`src/rtl/rsnn_pkg.sv`:
```
`default_nettype none
// ============================================================================
// Module      : rsnn_pkg
// Description : Shared types and default constants for the RSNN parameter
//               serial-load transmitter: FSM state encoding, default word
//               width / acknowledge timeout, and a counter-width helper.
// Revision    : 1.0 - initial release
// ============================================================================
package rsnn_pkg;

    localparam int RSNN_PARAM_WORD_W = 8;
    localparam int RSNN_ACK_TIMEOUT  = 64;

    typedef enum logic [2:0] {
        S_IDLE     = 3'd0,
        S_SHIFT    = 3'd1,
        S_WAIT_ACK = 3'd2,
        S_WAIT_END = 3'd3,
        S_DONE     = 3'd4,
        S_ERROR    = 3'd5
    } ser_state_t;

    // Width needed to count 0..n-1, never less than one bit.
    function automatic int cnt_width(input int n);
        return (n > 1) ? $clog2(n) : 1;
    endfunction

endpackage
`default_nettype wire

```
`src/rtl/rsnn_timeout_ctr.sv`:
```
`default_nettype none
// ============================================================================
// Module      : rsnn_timeout_ctr
// Description : Saturating up-counter used as the acknowledge watchdog.
//               'expired' is high once LIMIT-1 counted cycles have elapsed;
//               the count then sticks there until 'clear'.
// Ports       : clk, reset (async, active-high)
//               clear   - synchronous restart to zero (wins over en)
//               en      - count one cycle
//               expired - count has reached LIMIT-1
// Revision    : 1.0 - initial release
// ============================================================================
module rsnn_timeout_ctr
    import rsnn_pkg::*;
#(
    parameter int LIMIT = RSNN_ACK_TIMEOUT
) (
    input  logic clk,
    input  logic reset,
    input  logic clear,
    input  logic en,
    output logic expired
);

    localparam int            CW    = cnt_width(LIMIT);
    localparam logic [CW-1:0] C_MAX = CW'(LIMIT - 1);

    logic [CW-1:0] count;

    always_ff @(posedge clk or posedge reset) begin
        if (reset) begin
            count <= '0;
        end else if (clear) begin
            count <= '0;
        end else if (en && (count != C_MAX)) begin
            count <= count + 1'b1;
        end
    end

    assign expired = (count == C_MAX);

endmodule
`default_nettype wire

```
`src/rtl/rsnn_param_serializer.sv`:
```
`default_nettype none
// ============================================================================
// Module      : rsnn_param_serializer
// Description : Host-side transmitter for the RSNN serial parameter-load
//               port. Accepts words on a valid/ready stream, shifts them out
//               MSB-first on load_params/data_out, waits for the per-word
//               data_written acknowledge and, after the last word, for
//               end_writing. Reports done (pulse) or error (sticky timeout).
// Ports       : clk, reset (async, active-high), enable
//               word_valid/word_data/word_last/word_ready - input stream
//               load_params/data_out - serial strobe and bit to the core
//               data_written/end_writing - acknowledges from the core
//               busy/done/error - status
// Revision    : 1.0 - initial release
// ============================================================================
module rsnn_param_serializer
    import rsnn_pkg::*;
#(
    parameter int WORD_W      = RSNN_PARAM_WORD_W,
    parameter int ACK_TIMEOUT = RSNN_ACK_TIMEOUT
) (
    input  logic              clk,
    input  logic              reset,
    input  logic              enable,
    input  logic              word_valid,
    input  logic [WORD_W-1:0] word_data,
    input  logic              word_last,
    output logic              word_ready,
    output logic              load_params,
    output logic              data_out,
    input  logic              data_written,
    input  logic              end_writing,
    output logic              busy,
    output logic              done,
    output logic              error
);

    localparam int            BW         = cnt_width(WORD_W + 1);
    localparam logic [BW-1:0] C_LAST_BIT = BW'(WORD_W - 1);

    ser_state_t        state;
    logic [WORD_W-1:0] shreg;
    logic [BW-1:0]     bit_cnt;
    logic              last_flag;

    logic [WORD_W-1:0] shreg_next;
    logic              bit_last;
    logic              tmo_clear;
    logic              tmo_en;
    logic              tmo_expired;

    assign shreg_next = shreg << 1;
    assign bit_last   = (bit_cnt == C_LAST_BIT);

    // The watchdog restarts whenever a wait state is entered and only runs
    // while enabled in a wait state.
    assign tmo_clear = ((state == S_SHIFT) && load_params && bit_last) ||
                       (enable && (state == S_WAIT_ACK) && data_written && last_flag);
    assign tmo_en    = enable && ((state == S_WAIT_ACK) || (state == S_WAIT_END));

    rsnn_timeout_ctr #(
        .LIMIT (ACK_TIMEOUT)
    ) u_timeout (
        .clk     (clk),
        .reset   (reset),
        .clear   (tmo_clear),
        .en      (tmo_en),
        .expired (tmo_expired)
    );

    always_ff @(posedge clk or posedge reset) begin
        if (reset) begin
            state       <= S_IDLE;
            shreg       <= '0;
            bit_cnt     <= '0;
            last_flag   <= 1'b0;
            word_ready  <= 1'b1;
            load_params <= 1'b0;
            data_out    <= 1'b0;
            busy        <= 1'b0;
            done        <= 1'b0;
            error       <= 1'b0;
        end else begin
            case (state)
                S_IDLE: begin
                    // word_ready is registered and already promised, so a
                    // word offered while disabled is still taken; the
                    // strobe simply stays low until enable returns.
                    if (word_valid && word_ready) begin
                        shreg       <= word_data;
                        last_flag   <= word_last;
                        bit_cnt     <= '0;
                        error       <= 1'b0;
                        word_ready  <= 1'b0;
                        busy        <= 1'b1;
                        data_out    <= word_data[WORD_W-1];
                        load_params <= enable;
                        state       <= S_SHIFT;
                    end
                end

                S_SHIFT: begin
                    // data_out always mirrors shreg MSB. A bit is retired on
                    // every edge where the strobe was high, because the core
                    // sampled it there; this keeps the stream gap-free and
                    // duplicate-free across an enable pause.
                    if (load_params) begin
                        shreg   <= shreg_next;
                        bit_cnt <= bit_cnt + 1'b1;
                        if (bit_last) begin
                            load_params <= 1'b0;
                            data_out    <= 1'b0;
                            state       <= S_WAIT_ACK;
                        end else begin
                            data_out    <= shreg_next[WORD_W-1];
                            load_params <= enable;
                        end
                    end else if (enable) begin
                        load_params <= 1'b1;
                    end
                end

                S_WAIT_ACK: begin
                    if (enable) begin
                        if (data_written) begin
                            if (last_flag) begin
                                state <= S_WAIT_END;
                            end else begin
                                word_ready <= 1'b1;
                                busy       <= 1'b0;
                                state      <= S_IDLE;
                            end
                        end else if (tmo_expired) begin
                            error <= 1'b1;
                            busy  <= 1'b0;
                            state <= S_ERROR;
                        end
                    end
                end

                S_WAIT_END: begin
                    if (enable) begin
                        if (end_writing) begin
                            done  <= 1'b1;
                            busy  <= 1'b0;
                            state <= S_DONE;
                        end else if (tmo_expired) begin
                            error <= 1'b1;
                            busy  <= 1'b0;
                            state <= S_ERROR;
                        end
                    end
                end

                S_DONE: begin
                    if (enable) begin
                        done       <= 1'b0;
                        word_ready <= 1'b1;
                        state      <= S_IDLE;
                    end
                end

                S_ERROR: begin
                    // error was raised on entry so it coincides with busy
                    // falling; the host restarts the image from word 0.
                    if (enable) begin
                        word_ready <= 1'b1;
                        state      <= S_IDLE;
                    end
                end

                default: begin
                    word_ready  <= 1'b1;
                    load_params <= 1'b0;
                    data_out    <= 1'b0;
                    busy        <= 1'b0;
                    done        <= 1'b0;
                    state       <= S_IDLE;
                end
            endcase
        end
    end

endmodule
`default_nettype wire

```
`config.mk`:
```
export PLATFORM = sky130hd
export DESIGN_NAME = rsnn_param_serializer
export DESIGN_NICKNAME = d
export VERILOG_FILES = /design/src/rtl/rsnn_pkg.sv /design/src/rtl/rsnn_timeout_ctr.sv /design/src/rtl/rsnn_param_serializer.sv
export SDC_FILE = /design/constraint.sdc
export NUM_CORES = 1
export LEC_CHECK = 0
export ABC_AREA = 1
export CAP_MARGIN = 20
export CORE_ASPECT_RATIO = 0.9
export CORE_UTILIZATION = 57
export CTS_BUF_LIST = sky130_fd_sc_hd__clkbuf_4
export DETAILED_ROUTE_END_ITERATION = 16
export PLACE_DENSITY = 0.82
export SLEW_MARGIN = 20
export SYNTH_ARGS = -nofsm -noshare
export SYNTH_HDL_FRONTEND = slang
export SYNTH_SLANG_ARGS = --single-unit
```
`constraint.sdc`:
```
create_clock -name clk -period 2 [get_ports clk]
set_clock_uncertainty 0.1 [all_clocks]
set_input_delay 0.2 -clock clk [delete_from_list [all_inputs] [get_ports clk]]
set_output_delay 0.2 -clock clk [all_outputs]
set_load 0.1 [all_outputs]
```
; ---- Word level (Yosys, flattened, before mapping)
; Cells that the tools add are included.
[totals]
wordCells = 118
in_bits = 15
regBits = 27
output_inout_bits = 6
[op_classes]
n_reduce_logical = 28
mux = 52
bitwise_logic = 4
eq_ne = 21
n_addsub = 2
[ops]
columns = op, n
row1 = $mux W1, 27
row2 = $mux W3, 9
row3 = $ne A2 B2 Y1 const B, 11
row4 = $reduce_and A6 Y1, 3
row5 = $pmux W3 S5, 1
row6 = $mux W7, 2
row7 = $pmux W7 S2, 1
row8 = $mux W6, 2
row9 = $pmux W1 S3, 4
row10 = $logic_and A1 B1 Y1, 8
row11 = $mux W4, 2
row12 = $pmux W1 S4, 2
row13 = $pmux W4 S2, 1
row14 = $reduce_or A4 Y1, 2
row15 = $add A6 B1 Y6 const B, 1
row16 = $eq A3 B2 Y1 const B, 2
row17 = $eq A3 B3 Y1 const B, 2
row18 = $eq A6 B6 Y1 const B, 1
row19 = $ne A6 B6 Y1 const B, 1
row20 = $reduce_and A3 Y1, 2
row21 = $reduce_and A5 Y1, 1
row22 = $add A4 B1 Y4 const B, 1
row23 = $eq A4 B3 Y1 const B, 1
row24 = $not A1 Y1, 4
row25 = other kinds (12), 16

; ---- Logic depth before layout (Yosys ltp)
[depth]
ltp_word = 6
mapped_depth = 9

; ---- Hierarchy
; From an unflattened synthesis, not the netlist that was laid out.
[hier_totals]
cells_unflattened = 260
hier_area_um2 = 1795.5
[modules_own_cells]
columns = mod, area_per_inst_um2, instances, seq_area_each_um2, cells_each
row1 = rsnn_param_serializer, 1406.3, 1, 526.8, 206
row2 = rsnn_timeout_ctr, 389.1, 1, 150.1, 54

; ---- Least setup slack after synthesis
; No wires, ideal clock.
[synth_timing]
path_kind = register to register
from = register load_params
to = register bit_cnt[0]
required_ps = 1781
path_slack_ps = 118
period_less_slack_ps = 1882
path_stages_with_launch = 6
arrival_time_ps = 1663
path_cell_list = dfrtp_1 inv_1 o22ai_1 buf_4 o21ai_0 o21a_1
[synth_via]
elab_chain_cells = 2
[synth_lines]
columns = element, line
row1 = start: declaration, rsnn_param_serializer.sv:29  ; output logic load_params,
row2 = start signal: assignment, rsnn_param_serializer.sv:97  ; load_params <= enable;
row3 = start signal: assignment, rsnn_param_serializer.sv:116  ; load_params <= enable;
row4 = $ne A2 B2 Y1 (no line), n/a
row5 = $reduce_and A3 Y1 (no line), n/a
row6 = end signal: assignment, rsnn_param_serializer.sv:109  ; bit_cnt <= bit_cnt + 1'b1;
row7 = end: declaration, rsnn_param_serializer.sv:43  ; logic [BW-1:0] bit_cnt;
; Every way passes these cells.
; A chain may end at the register's enable or synchronous reset.

; ---- Worst setup path after layout
[layout_timing]
from = register state[1]
to = register shreg[4]
[layout_via]
elab_chain_cells = 3
[layout_lines]
columns = element, line
row1 = start: declaration, rsnn_param_serializer.sv:41  ; ser_state_t state;
row2 = start signal: assignment, rsnn_param_serializer.sv:73  ; state <= S_IDLE;
row3 = start signal: assignment, rsnn_param_serializer.sv:98  ; state <= S_SHIFT;
row4 = start signal: assignment, rsnn_param_serializer.sv:113  ; state <= S_WAIT_ACK;
row5 = $eq A3 B1 Y1 / $logic_not A3 Y1 (equally long branches), rsnn_param_serializer.sv:84  ; case (state)
row6 = $ne A2 B2 Y1 (no line) / $reduce_bool A2 Y1 (equally long branches), n/a
row7 = $reduce_and A3 Y1 (no line), n/a
row8 = end signal: assignment, rsnn_param_serializer.sv:90  ; shreg <= word_data;
row9 = end signal: assignment, rsnn_param_serializer.sv:108  ; shreg <= shreg_next;
row10 = end: declaration, rsnn_param_serializer.sv:42  ; logic [WORD_W-1:0] shreg;
; Several ways; a longest one is shown, not always the timed one.

==> implementation parameters <==
Parameter                              Value

STA
  Normalized max-slew margin    0.771
  Final TNS setup    0 ns
  RSZ-0062 raised after global routing    false
  Period minus WS final    1.85 ns
  Pin slew with the least headroom to its limit    0.344 ns
  Final Max Tran Viols    0
  Period Utilization, post-route    0.924
  Final Hold Vio Count    0
  Peak Freq    approximately 540 MHz
  Setup-failing EPs final    0

Route
  Detailed router's first-iteration violation count    116
  First-pass iteration count of the detailed router    4
  Via-to-Cell Ratio    5.05
  Post-Route WL    3.42 mm
  Final routed wire length divided by cell count    11.3 um
  Remaining design rule violation count    0
  Vias after detailed routing    about 1500
  Number of nets with antenna violations after detailed routing    0

Synthesis
  Sequential area share after synthesis    0.401
  Fraction of the mapped netlist area in adder cells    0.0370
  Area share of xor/xnor cells in the synthesized design    0.0104
  Simple logic cell fraction of the synthesized area    0.336
  Fraction of post-synthesis cell area in the top cell type by area    0.385
  Mux cell area share after synthesis    0.00667
  Compound-gate portion of the synthesized area    0.116
  Combinational family with the most area after synthesis    simple AND/OR/NAND/NOR gates
  Yosys synthesis warning count    0
  Yosys reg bits    27
  Post-synth cell types    29
  Cell types occupying the most area after synthesis    dfrtp_1 (39%), nand2_1 (15%), inv_1 (6.9%)
  Number of nets in the synthesized netlist    256
  Post-Syn Area    1690 sq um
  Most area-hungry cell type in the Yosys netlist    dfrtp_1
  Average cell area after synthesis    7.16 sq um
  Count of mapped cells out of synthesis    about 240

Clock tree
  Total clock sinks    27
  Cells resized by post-CTS repair    0
  Maximum root-to-sink buffer count    2
  Maximum level of the CTS H-tree    1
  Post-CTS Setup Inserts    0
  # hold bufs at CTS    0
  CTS clk-pin slew, worst paths    0.15 ns
  Source-to-sink clock delay at the later pin of the worst-skew pair    0.33 ns
  Clock tree from TritonCTS    built
  Clock root buffer master    clkbuf_4
  Number of buffers created by CTS    3

Floorplanning
  Core Box Area    between 2000 and 3000 sq um
  Starting utilization of the core area    0.610
  Die Span Y    53.6 um
  Number of top-level pins    21
  Width of the chip    roughly 59 um
  Die area    3190 sq um
  Site row count    18

Power
  Net switching share of the total power    0.224
  Cell-internal power    0.000671 W
  Net load switching power    between 0.00015 and 0.0002 W
  Sequential power share    0.633
  Total leakage power    1.03 nW
  Logic gate share of total power    0.075
  Share of power burned in the clock network    0.292
  Maximum VDD drop    roughly 430 uV
  Total power density per cell area    about 440 nW/um^2
  PnR Total Power    0.000865 W

GRT
  Largest net degree at the start of global routing    28
  Wire length of the first global-routing pass    6.17 mm
  Overall routing resource usage    0.260
  Overflow after GRT    0
  Vias in the first global route    1443
  Initial antenna violation count    0

Cells and area
  Final Core Density    0.716
  Number of diodes    0
  Layout cells sized above 1    0.130
  Count of nets after finishing    roughly 280
  Layout area overhead    17.5%

Critical path
  Kind of start point of the critical path    register
  Category of the critical setup timing path    reg -> reg
  Data required time at the worst endpoint    2.13 ns
  Type of element capturing the critical path    register
  Arrival time worst endpoint    1.98 ns
  Minimum setup slack among reg-to-reg paths    0.15 ns
  Biggest fanout along the worst timing path    14
  Worst reg2reg startpoint    state[1]$_DFFE_PP0P_
  Depth of the worst register-to-register path    6
  Worst r2r dst    shreg[4]$_DFFE_PP0P_

Flow run
  Max-cap violations    0

Place
  Buffers on Ports    20
  Gpl congestion    0.905
  HPWL after detailed placement    between 2 and 3 mm

Status
  Result of the run    completed

Min path
  Hold crit path type    in -> async
cell usage after synthesis:
master,count
a21oi_1,7
buf_2,1
buf_4,1
buf_6,1
clkbuf_1,1
dfrtp_1,26
dfstp_2,1
ha_1,5
inv_1,31
inv_2,4
mux2_2,1
nand2_1,69
nand2_2,1
nand3_1,19
nand3_2,2
nand3b_1,2
nand4_1,4
nor2_1,17
nor2_2,3
nor2_4,3
nor3_1,2
nor3b_1,1
o21a_1,1
o21ai_0,22
o21ai_1,3
o21ai_2,1
o22ai_1,3
or2_2,2
xor2_1,2
state kept, by name (all words and copies together) (netlist names):
signal / flops
word_ready: 1
shreg: 7
done: 1
u_timeout.count: 6
data_out: 1
last_flag: 1
busy: 1
state: 3
bit_cnt: 4
error: 1
load_params: 1
logic make-up after synthesis:
logic type	after synthesis
mux	1
buf+inv	39
compound gates	37
xor+xnor	2
simple gates	125
fa+ha+maj	5
flops	27
worst max-delay path, stage by stage, from the launching register on:
cell and delay, ns:
dfrtp_1 0.50, inv_2 0.21, nand3_2 0.27, o22ai_1 0.28, buf_4 0.23, nand2_1 0.07, o21ai_0 0.10
through the flow:
stage	instances	hold WS, ns	worst slack, ns	area (sq um)
2_1_floorplan	236	0.152	0.118	1690
3_3_place_gp	298	0.372	0.217	1950
3_5_place_dp	298	0.385	0.197	1950
4_1_cts	302	0.114	0.162	1980
5_1_grt	302	0.125	0.0144	1980
6_report	302	0.0963	0.152	1980
power groups by stage:
stage	clock (W)	sequential (W)	combinational [W]
CTS	0.000264	0.000548	0.0000655
finish	0.000252	0.000548	0.0000645
detailed placement	0	0.000558	0.0000652
global placement	0	0.000558	0.0000654
floorplan	0	0.000565	0.0000182
global route	0.000288	0.000548	0.0000727
placed cells by master, fill, tap and decap left out, drive strengths merged:
cell type	netlist	routed
a21oi	7	7
buf	3	12
clkbuf	1	4
clkdlybuf4s50	0	14
dfrtp	26	26
dfstp	1	1
ha	5	5
inv	35	35
mux2	1	1
nand2	70	70
nand3	21	21
nand3b	2	2
nand4	4	4
nor2	23	23
nor3	2	2
nor3b	1	1
o21a	1	1
o21ai	26	26
o22ai	3	3
or2	2	2
xor2	2	2
worst max path at each step:
stage,from,to
2_1_floorplan,load_params$_DFFE_PP0P_,bit_cnt[0]$_DFFE_PP0P_
3_3_place_gp,state[1]$_DFFE_PP0P_,bit_cnt[0]$_DFFE_PP0P_
3_5_place_dp,state[1]$_DFFE_PP0P_,bit_cnt[0]$_DFFE_PP0P_
4_1_cts,state[1]$_DFFE_PP0P_,shreg[4]$_DFFE_PP0P_
5_1_grt,state[1]$_DFFE_PP0P_,shreg[4]$_DFFE_PP0P_
6_report,state[1]$_DFFE_PP0P_,shreg[4]$_DFFE_PP0P_
routing by layer:
metal	global-route usage	vias up	part of all wire
li1	-	807	-
met1	0.356	672	0.50
met2	0.423	41	0.45
met3	0.0553	4	0.044
met4	0.0556	0	0.0076
met5	0	-	0
cell type report:
type	count	area, sq um
Multi-Input combinational cell	170	853
Timing Repair Buffer	26	243
Fill cell	238	786
Inverter	35	131
Sequential cell	27	677
Tap cell	40	50.0
Clock buffer	4	30.0
Power figures use the tool's default switching activity.
